**config.mk**
```make
export PLATFORM = sky130hd
export DESIGN_NAME = mac_rx_frame_demux
export DESIGN_NICKNAME = d
export VERILOG_FILES = /design/src/rtl/mac_pkg.sv /design/src/rtl/mac_rx_fcs_strip.sv /design/src/rtl/mac_rx_frame_demux.sv
export SDC_FILE = /design/constraint.sdc
export NUM_CORES = 1
export LEC_CHECK = 0
export CAP_MARGIN = 25
export CORE_MARGIN = 5
export CORE_UTILIZATION = 30
export DETAILED_ROUTE_END_ITERATION = 10
export DONT_BUFFER_PORTS = 1
export HOLD_SLACK_MARGIN = 0.1
export RECOVER_POWER = 50
export SYNTH_ARGS = -nofsm -noshare
export SYNTH_HDL_FRONTEND = slang
export SYNTH_HIERARCHICAL = 1
export SYNTH_SLANG_ARGS = --single-unit
export TNS_END_PERCENT = 50
```
**constraint.sdc**
```tcl
create_clock -name logic_clk -period 1.8 [get_ports logic_clk]
set_input_delay 0.36 -clock logic_clk [delete_from_list [all_inputs] [get_ports logic_clk]]
set_output_delay 0.36 -clock logic_clk [all_outputs]
set_load 0.1 [all_outputs]
```
**src/rtl/mac_pkg.sv**
```systemverilog
// Shared constants and FSM state type for the MAC receive frame demultiplexer.
package mac_pkg;

  localparam int ETH_HEAD_LENGTH = 14;
  localparam int FCS_LENGTH      = 4;

  // Bit positions inside mac_rtype_in.
  localparam int RTYPE_IP_BIT  = 1;
  localparam int RTYPE_ARP_BIT = 0;

  typedef enum logic [1:0] {
    ST_HEAD    = 2'd0,
    ST_PAYLOAD = 2'd1,
    ST_DROP    = 2'd2
  } mac_rx_state_e;

endpackage

```
**src/rtl/mac_rx_fcs_strip.sv**
```systemverilog
// Withholds the trailing FCS bytes of a payload stream through a short delay line and
// re-marks the last emitted byte; flags frames that end before anything was emitted.
module mac_rx_fcs_strip
  import mac_pkg::*;
(
  input  logic       clk,
  input  logic       rst_n,
  input  logic [7:0] in_data,
  input  logic       in_valid,
  output logic       in_ready,
  input  logic       in_last,
  input  logic       in_user,
  output logic [7:0] out_data,
  output logic       out_valid,
  input  logic       out_ready,
  output logic       out_last,
  output logic       out_user,
  output logic       frame_end,
  output logic       runt
);

  localparam int CW = $clog2(FCS_LENGTH + 1);
  localparam logic [CW-1:0] FILL_FULL = CW'(FCS_LENGTH);

  logic [7:0]    line_q [FCS_LENGTH];
  logic [CW-1:0] fill_q;
  logic          full;
  logic          accept;

  // A stalled output register with a full line blocks the input; a byte moving out while
  // the register hands off in the same cycle refills it without a bubble.
  assign full      = (fill_q == FILL_FULL);
  assign in_ready  = !(full && out_valid && !out_ready);
  assign accept    = in_valid && in_ready;
  assign frame_end = accept && in_last;
  assign runt      = frame_end && !full;

  always_ff @(posedge clk or negedge rst_n) begin
    if (!rst_n) begin
      for (int i = 0; i < FCS_LENGTH; i++) line_q[i] <= '0;
      fill_q <= '0;
    end else if (accept) begin
      line_q[0] <= in_data;
      for (int i = 1; i < FCS_LENGTH; i++) line_q[i] <= line_q[i-1];
      if (in_last)
        fill_q <= '0;
      else if (!full)
        fill_q <= fill_q + 1'b1;
    end
  end

  always_ff @(posedge clk or negedge rst_n) begin
    if (!rst_n) begin
      out_data  <= '0;
      out_valid <= 1'b0;
      out_last  <= 1'b0;
      out_user  <= 1'b0;
    end else if (accept && full) begin
      out_data  <= line_q[FCS_LENGTH-1];
      out_last  <= in_last;
      out_user  <= in_user;
      out_valid <= 1'b1;
    end else if (out_ready) begin
      out_valid <= 1'b0;
    end
  end

endmodule

```
**src/rtl/mac_rx_frame_demux.sv**
```systemverilog
// Parses the Ethernet header of each received frame, captures the source MAC and steers
// the FCS-stripped payload to the IP or ARP byte port; unknown types and runts are dropped.
module mac_rx_frame_demux
  import mac_pkg::*;
(
  input  logic        logic_clk,
  input  logic        logic_rst_n,
  input  logic [7:0]  mac_rdata_in,
  input  logic        mac_rvalid_in,
  output logic        mac_rready_out,
  input  logic        mac_rlast_in,
  input  logic [1:0]  mac_rtype_in,
  output logic [7:0]  ip_rdata_out,
  output logic        ip_rvalid_out,
  input  logic        ip_rready_in,
  output logic        ip_rlast_out,
  output logic [7:0]  arp_rdata_out,
  output logic        arp_rvalid_out,
  input  logic        arp_rready_in,
  output logic        arp_rlast_out,
  output logic [47:0] frame_src_mac_out,
  output logic        frame_info_valid_out,
  output logic        frame_drop_out,
  output logic [1:0]  fsm_state_dbg
);

  localparam logic [3:0] HDR_LAST  = 4'(ETH_HEAD_LENGTH - 1);
  localparam logic [3:0] SRC_FIRST = 4'd6;
  localparam logic [3:0] SRC_LAST  = 4'd11;

  mac_rx_state_e state_q;
  logic [3:0]    hdr_cnt_q;
  logic          route_ip_q;
  logic          route_drop_q;
  logic [47:0]   src_mac_q;
  logic          info_q;
  logic          drop_q;
  logic          type_ip;
  logic          type_arp;
  logic          rready_int;
  logic          mac_accept;

  logic       strip_in_valid;
  logic       strip_in_ready;
  logic [7:0] strip_out_data;
  logic       strip_out_valid;
  logic       strip_out_ready;
  logic       strip_out_last;
  logic       strip_out_user;
  logic       strip_frame_end;
  logic       strip_runt;

  // Every stream here transfers a byte on a rising clock edge where valid and ready are both
  // high; a source holds data/last/valid stable until that edge, a sink may drop ready freely.
  assign type_ip  = mac_rtype_in[RTYPE_IP_BIT] && !mac_rtype_in[RTYPE_ARP_BIT];
  assign type_arp = mac_rtype_in[RTYPE_ARP_BIT] && !mac_rtype_in[RTYPE_IP_BIT];

  always_comb begin
    rready_int = 1'b1;
    if (state_q == ST_PAYLOAD) rready_int = strip_in_ready;
  end

  assign mac_rready_out = logic_rst_n && rready_int;
  assign mac_accept     = mac_rvalid_in && mac_rready_out;
  assign strip_in_valid = mac_rvalid_in && (state_q == ST_PAYLOAD);

  always_ff @(posedge logic_clk or negedge logic_rst_n) begin
    if (!logic_rst_n) begin
      state_q      <= ST_HEAD;
      hdr_cnt_q    <= '0;
      route_ip_q   <= 1'b0;
      route_drop_q <= 1'b0;
      src_mac_q    <= '0;
      info_q       <= 1'b0;
      drop_q       <= 1'b0;
    end else begin
      info_q <= 1'b0;
      drop_q <= 1'b0;
      case (state_q)
        ST_HEAD: begin
          if (mac_accept) begin
            if (mac_rlast_in) begin
              drop_q    <= 1'b1;
              hdr_cnt_q <= '0;
            end else begin
              if (hdr_cnt_q == 4'd0) begin
                route_ip_q   <= type_ip;
                route_drop_q <= !(type_ip || type_arp);
              end
              if (hdr_cnt_q >= SRC_FIRST && hdr_cnt_q <= SRC_LAST)
                src_mac_q <= {src_mac_q[39:0], mac_rdata_in};
              if (hdr_cnt_q == HDR_LAST) begin
                info_q    <= 1'b1;
                hdr_cnt_q <= '0;
                state_q   <= route_drop_q ? ST_DROP : ST_PAYLOAD;
              end else begin
                hdr_cnt_q <= hdr_cnt_q + 4'd1;
              end
            end
          end
        end
        ST_PAYLOAD: begin
          if (strip_frame_end) begin
            drop_q  <= strip_runt;
            state_q <= ST_HEAD;
          end
        end
        ST_DROP: begin
          if (mac_accept && mac_rlast_in) begin
            drop_q  <= 1'b1;
            state_q <= ST_HEAD;
          end
        end
        default: state_q <= ST_HEAD;
      endcase
    end
  end

  mac_rx_fcs_strip u_fcs_strip (
    .clk       (logic_clk),
    .rst_n     (logic_rst_n),
    .in_data   (mac_rdata_in),
    .in_valid  (strip_in_valid),
    .in_ready  (strip_in_ready),
    .in_last   (mac_rlast_in),
    .in_user   (route_ip_q),
    .out_data  (strip_out_data),
    .out_valid (strip_out_valid),
    .out_ready (strip_out_ready),
    .out_last  (strip_out_last),
    .out_user  (strip_out_user),
    .frame_end (strip_frame_end),
    .runt      (strip_runt)
  );

  // The route travels with the held byte, so a new frame's header cannot re-steer it.
  assign strip_out_ready = strip_out_user ? ip_rready_in : arp_rready_in;

  assign ip_rvalid_out  = strip_out_valid && strip_out_user;
  assign ip_rdata_out   = strip_out_user ? strip_out_data : 8'h00;
  assign ip_rlast_out   = strip_out_valid && strip_out_user && strip_out_last;
  assign arp_rvalid_out = strip_out_valid && !strip_out_user;
  assign arp_rdata_out  = strip_out_user ? 8'h00 : strip_out_data;
  assign arp_rlast_out  = strip_out_valid && !strip_out_user && strip_out_last;

  assign frame_src_mac_out    = src_mac_q;
  assign frame_info_valid_out = info_q;
  assign frame_drop_out       = drop_q;
  assign fsm_state_dbg        = state_q;

endmodule

```
==> run metrics <==
hold_ws -0.299 ns; Worst Hold Class in -> async; max cap viols 0; Slew Viols, Final 0; Num Clock Sinks 104; Setup CP Type reg -> out; Worst Clk Skew 0.00682 ns; Clk Tree Root Cell clkbuf_16; R2R Path End u_fcs_strip/line_q[31]; Detailed Routing Iterations Pass 1 3; post-layout min period approximately 1.9 ns; Routed WL roughly 8900 um; syn_nets 313; synthesized-area fraction occupied by adder cells less than 1%; deepest clock path buffer count 2; Fin. Hold Viols 104; Top FF cell, synth dfrtp_1; Data arrival, critical path 1.56 ns; Post-Syn Area 4360 um2; unrepaired setup endpoints after global routing yes; Register-to-Register Path Depth 7; Relative slew margins between 30% and 40%; register area share after synthesis 59.7%; Yosys reg bits 104; dpl cells 513; status complete, but fails checks; Num CTS Buffers 9; Startpoint Class flop; CP endpoint mac_rready_out; vias in the first global route 2649; Yosys Warn Count 6; Syn Area/Cell 14.8 um2; Area Growth Syn to Fin 32.7%; post-synthesis mux area share 25.1%; Final Wtd Congestion 0.710; global-route track usage on met1 between 10% and 20%; fillers 1326; IO Pins 89; top cell type's share of synthesized area 59.7%; largest cells by area after synthesis dfrtp_1 (60%), mux2_2 (19%), mux2_4 (3.4%); CTS tree yes; async set or reset register ratio after synthesis 100%; crit path cell chain mux2_4, nand4b_4, o21a_4; FP Rows 44; Worst setup EP type primary output; Most Used Layer, Global Route met2; worst setup margin -0.122 ns; Post-Synth XOR/XNOR Area 0%; CP peak stage delay roughly 0.4 ns; Distinct cells, synth 36; CP Launch Point u_fcs_strip/out_user; 1st-iter DRT viols 110; core area 14400 um2; multi-input logic area 1800 um2; setup violators final 32; Final Total Pwr approximately 9000 uW; largest net degree at the start of global routing about 110; I/O Buffers 0; Final Util 40.3%; # nets final around 370; first-pass GRT wire length 13600 um; RR Startpoint u_fcs_strip/out_user; Sequential Area 2610 um2; post-synth top area cell dfrtp_1; maximum fanout along the worst path 2; failing checks hold timing, setup timing; htree depth 3; cells after synthesis slightly below 300; grt total ovfl 0; Die H 131 um; Clk Latency, worst-skew pair approximately 0.34 ns; Leak 0.00270 uW; met2 Use GR 17.7%; Starting Density 30.4%; n_diodes 0; combinational family with the most area after synthesis multiplexers; Cell Count, Final, Fillers Out 544; VDD IR-drop max 0.965 mV; DP Area 5220 um2; Final Cycle Share 107%; Final HPWL DP between 5000 and 6000 um; die area between 15000 and 20000 um2; initial antenna violation count 0; worst slew pin tran between 0.9 and 1 ns; M3 GR Usage approximately 5.6%; Slowest-stage cell, CP dfrtp_1; Wirelength per Cell 16.4 um; fraction of layout cells with a size suffix above 1 52.8%; DRC errors left 0; Post-Synth Simple-Gate Area 8.32%; total track usage 10.2%; Req. time, crit path 1.44 ns; FMAX approximately 520 MHz; P per Cell Area 1570 nW/um2; number of synthesized flops with an enable pin 0; vias 2497; Antenna Nets Post-Route 0; Worst R2R Setup Slack -0.09 ns; commonest non-fill, non-tap cell in the layout dfrtp_1; Final Cell Area 5790 um2; post-synthesis compound-gate area fraction roughly 2.8%; CTS clk-pin slew, worst paths roughly 0.070 ns; vias per inst roughly 4.6; chip width approximately 130 um; most frequent cells in the layout dfrtp_1 (102), mux2_2 (65), buf_4 (31), buf_12 (24), mux2_4 (21)
[cells by family after synthesis]
logic type	Yosys count
compound gates	19
mux	94
simple gates	55
fa+ha+maj	3
flops	104
buf+inv	19
[synth_stat cells (all sizes together) (2+ instances only)]
| cell | instances |
|---|---|
| dfrtp | 104 |
| mux2 | 94 |
| nor2b | 11 |
| buf | 10 |
| and2 | 9 |
| nand2 | 9 |
| o21ai | 7 |
| inv | 6 |
| nand3 | 5 |
| nor2 | 5 |
| and3 | 4 |
| clkbuf | 3 |
| ha | 3 |
| nand2b | 3 |
| nand3b | 3 |
| a21oi | 2 |
| nor3 | 2 |
| o22ai | 2 |
[sequential cells by signal (all words and copies together), names as in the netlist]
signal	count
frame_drop_out	1
frame_info_valid_out	1
frame_src_mac_out	48
fsm_state_dbg	2
hdr_cnt_q	4
route_drop_q	1
route_ip_q	1
u_fcs_strip/fill_q	3
u_fcs_strip/line_q	32
u_fcs_strip/out_data	8
u_fcs_strip/out_last	1
u_fcs_strip/out_user	1
u_fcs_strip/out_valid	1
[where the power goes]
group	switching [uW]	internal, uW	total [uW]	leakage, uW
combinational	1800	1440	3240	0.00120
clock	915	968	1880	0.000140
sequential	978	3010	3980	0.00136
total	3690	5420	9110	0.00270
[metal layers]
layer	wire [um]	up-vias
met5	0	-
met4	91	0
li1	-	1157
met1	3420	1287
met2	4720	46
met3	686	7
[metrics by stage]
| stage | setup WS [ns] | hold WS, ns | setup TNS [ns] |
|---|---|---|---|
| after CTS | -0.152 | -0.317 | -0.178 |
| after global routing | -0.196 | -0.328 | -5.77 |
| after detailed placement | 0.0321 | 0.0686 | 0 |
| after floorplan | -0.487 | 0.0644 | -7.13 |
| final | -0.122 | -0.299 | -1.87 |
| after global placement | 0.0616 | 0.0688 | 0 |
[timing repair]
action	4_1_cts	5_1_grt
resized for setup	6	18
endpoints found under the hold margin	104	105
buffers inserted	2	8
endpoints found under the setup margin	1	92
pin swaps	1	3
cloned	0	4
[worst min-delay path by stage]
stage                                        to  cells past startpoint  slack, ns   startpoint
after floorplan                  frame_drop_out                      0       0.06  logic_rst_n
after global placement    u_fcs_strip/fill_q[1]                      0       0.07  logic_rst_n
after detailed placement  u_fcs_strip/fill_q[0]                      0       0.07  logic_rst_n
after CTS                 u_fcs_strip/fill_q[1]                      0      -0.32  logic_rst_n
after global routing      u_fcs_strip/fill_q[1]                      0      -0.33  logic_rst_n
final                     u_fcs_strip/fill_q[1]                      0      -0.30  logic_rst_n
[worst max-delay path, delay by kind of cell (launching register included)]
kind / cells / cell delay, ns
DFF: 1 / 0.40
AOI/OAI and AO/OA: 1 / 0.32
and+or+nand+nor: 1 / 0.18
muxes: 1 / 0.31
[final cells by class]
class,instances,share of cell area [%]
clock inverters,7,1.06
flip-flops and latches,104,45.1
repair buffers,62,14.4
multi-input cells,172,31.1
clock buffers,9,3.89
well taps,184,3.98
inverters,6,0.389
Note: power is estimated with default switching activity, not from simulation.
==> RTL edit: new RTL, same settings <==
`ETH_HEAD_LENGTH`: 14 -> 7.
--- a/src/rtl/mac_pkg.sv
+++ b/src/rtl/mac_pkg.sv
@@ -1,7 +1,7 @@
 // Shared constants and FSM state type for the MAC receive frame demultiplexer.
 package mac_pkg;
 
-  localparam int ETH_HEAD_LENGTH = 14;
+  localparam int ETH_HEAD_LENGTH = 7;
   localparam int FCS_LENGTH      = 4;
 
   // Bit positions inside mac_rtype_in.
Check against the original RTL: not equivalent (Yosys sat finds a counterexample within 10 cycles, from zero or initial values and one cycle with logic_rst_n low).
==> RTL edit against the original RTL <==
- the flow still finishes with violations (hold timing, setup timing)
- count of clock-buffer cells in the layout increased by 1
- routed wire length shrank 3.7%
- critical endpoint unchanged
- first-iteration DRC count down 33%
- largest cell class unchanged
- utilization decreased by 1.3 points
- worst setup slack got worse by 45 ps
- sequential cell count unchanged
- cell area decreased by 2.5%
- synthesized area rose by 1.5%
- critical path depth stayed put
- die area increased by 1.4%
Power is not shown: default switching activity piles up to over one toggle a cycle in this logic, so the estimate is an artifact.
==> RTL edit: results (changes against the original RTL) <==
- Setup_tns: -952 ps (+918 ps)
- Number of global-route vias before repair: 2652 (+0.11%)
- GP Congestion: 0.698 (-1.8%)
- Synth top cells by count: 104 x dfrtp_1, 74 x mux2_2, 20 x mux2_4
- Worst Setup Slack, final: -167 ps (-45.2 ps)
- Met2 Use GR: 0.172 (-0.00557)
- Met3 WL: 662 um (-3.5%)
- Synth Area in Compound Gates: 0.0232 (-0.00522)
- DP HPWL: 5940 um (+0.85%)
- Sequential cell area share: 0.463 (+0.0117)
- Worst hold slack: -300 ps (-1.06 ps)
- Setup repair bufs after CTS: 0 (-2)
- Cts repair resizes: 5 (-1)
- Largest net degree at the start of global routing: 110 (+0.92%)
- Met2 wire length: 4500 um (-4.7%)
- Status: finished, violations left
- Final cell count without fillers: 531 (-2.4%)
- Die area: 0.0173 mm2 (+1.4%)
- Dominant cells by area after synthesis: dfrtp_1 59%, mux2_2 19%, mux2_4 6.8%, ha_1 1.7%, nor2b_1 1.6%
- WP data arrival: 1610 ps (+50 ps)
- Final Hold Violating Endpoints: 104 (unchanged)
- Setup Viol. Count Final: 18 (-44%)
- Clk tree area frac: 0.0528 (+0.00328)
- Sequential share of the synthesized area: 0.588 (-0.00877)
- Area of the multi-input gates: 0.00180 mm2 (-0.35%)
- Data buffer area share: 0.120 (-0.0244)
- Signal buffers: 47 (-24%)
- Pre-antenna DRT Iters: 4 (+1)
- Inverters: 8 (+2)
- Initial DRC Count: 74 (-33%)
- Failing checks: hold timing, setup timing
- M1 WL: 3320 um (-3.2%)
- Fill cell count: 1355 (+2.2%)
- First-pass GRT wire length: 14200 um (+4.2%)
- Syn_nets: 319 (+1.9%)
- Met1 Usage GRT: 0.110 (+0.00264)
- Share of cells above drive strength 1: 0.519 (-0.00905)
- DR vias/cell: 4.67 (+1.8%)
- Pre-CTS setup slack: 2.47 ps (-29.6 ps)
- Skew final: 7.35 ps (+0.539 ps)
- Worst-Margin Slew: 964 ps (+0.950 ps)
- CLK BUF: 10 (+1)
- Nets@finish: 364 (-2.7%)
-- RTL edit: changes by cell type after synthesis, moves of 3 or more --
cell     unedited run  this run
mux2_4             10        20
mux2_1             10         0
o21ai_0             7         2
ha_1                3         6
-- RTL edit: kinds of logic after synthesis --
kind of cell / count (synthesis)
multiplexers: 94
AND/OR/NAND/NOR: 57
flip-flops: 104
AO/OA/AOI/OAI: 15
buffers and inverters: 21
adder cells (fa/ha/maj): 6
-- RTL edit: worst paths after layout --
kind,startpoint,end,slack (ps),cells past startpoint
worst min-delay path,logic_rst_n,frame_drop_out,-300,0
max in group asynchronous,logic_rst_n,frame_src_mac_out[7],1900,0
worst max register to register,fsm_state_dbg[1],u_fcs_strip/out_user,-110,6
min in group logic_clk,mac_rvalid_in,fsm_state_dbg[1],120,1
worst min register to register,route_drop_q,fsm_state_dbg[0],490,1
worst max-delay path,u_fcs_strip/out_user,mac_rready_out,-170,3
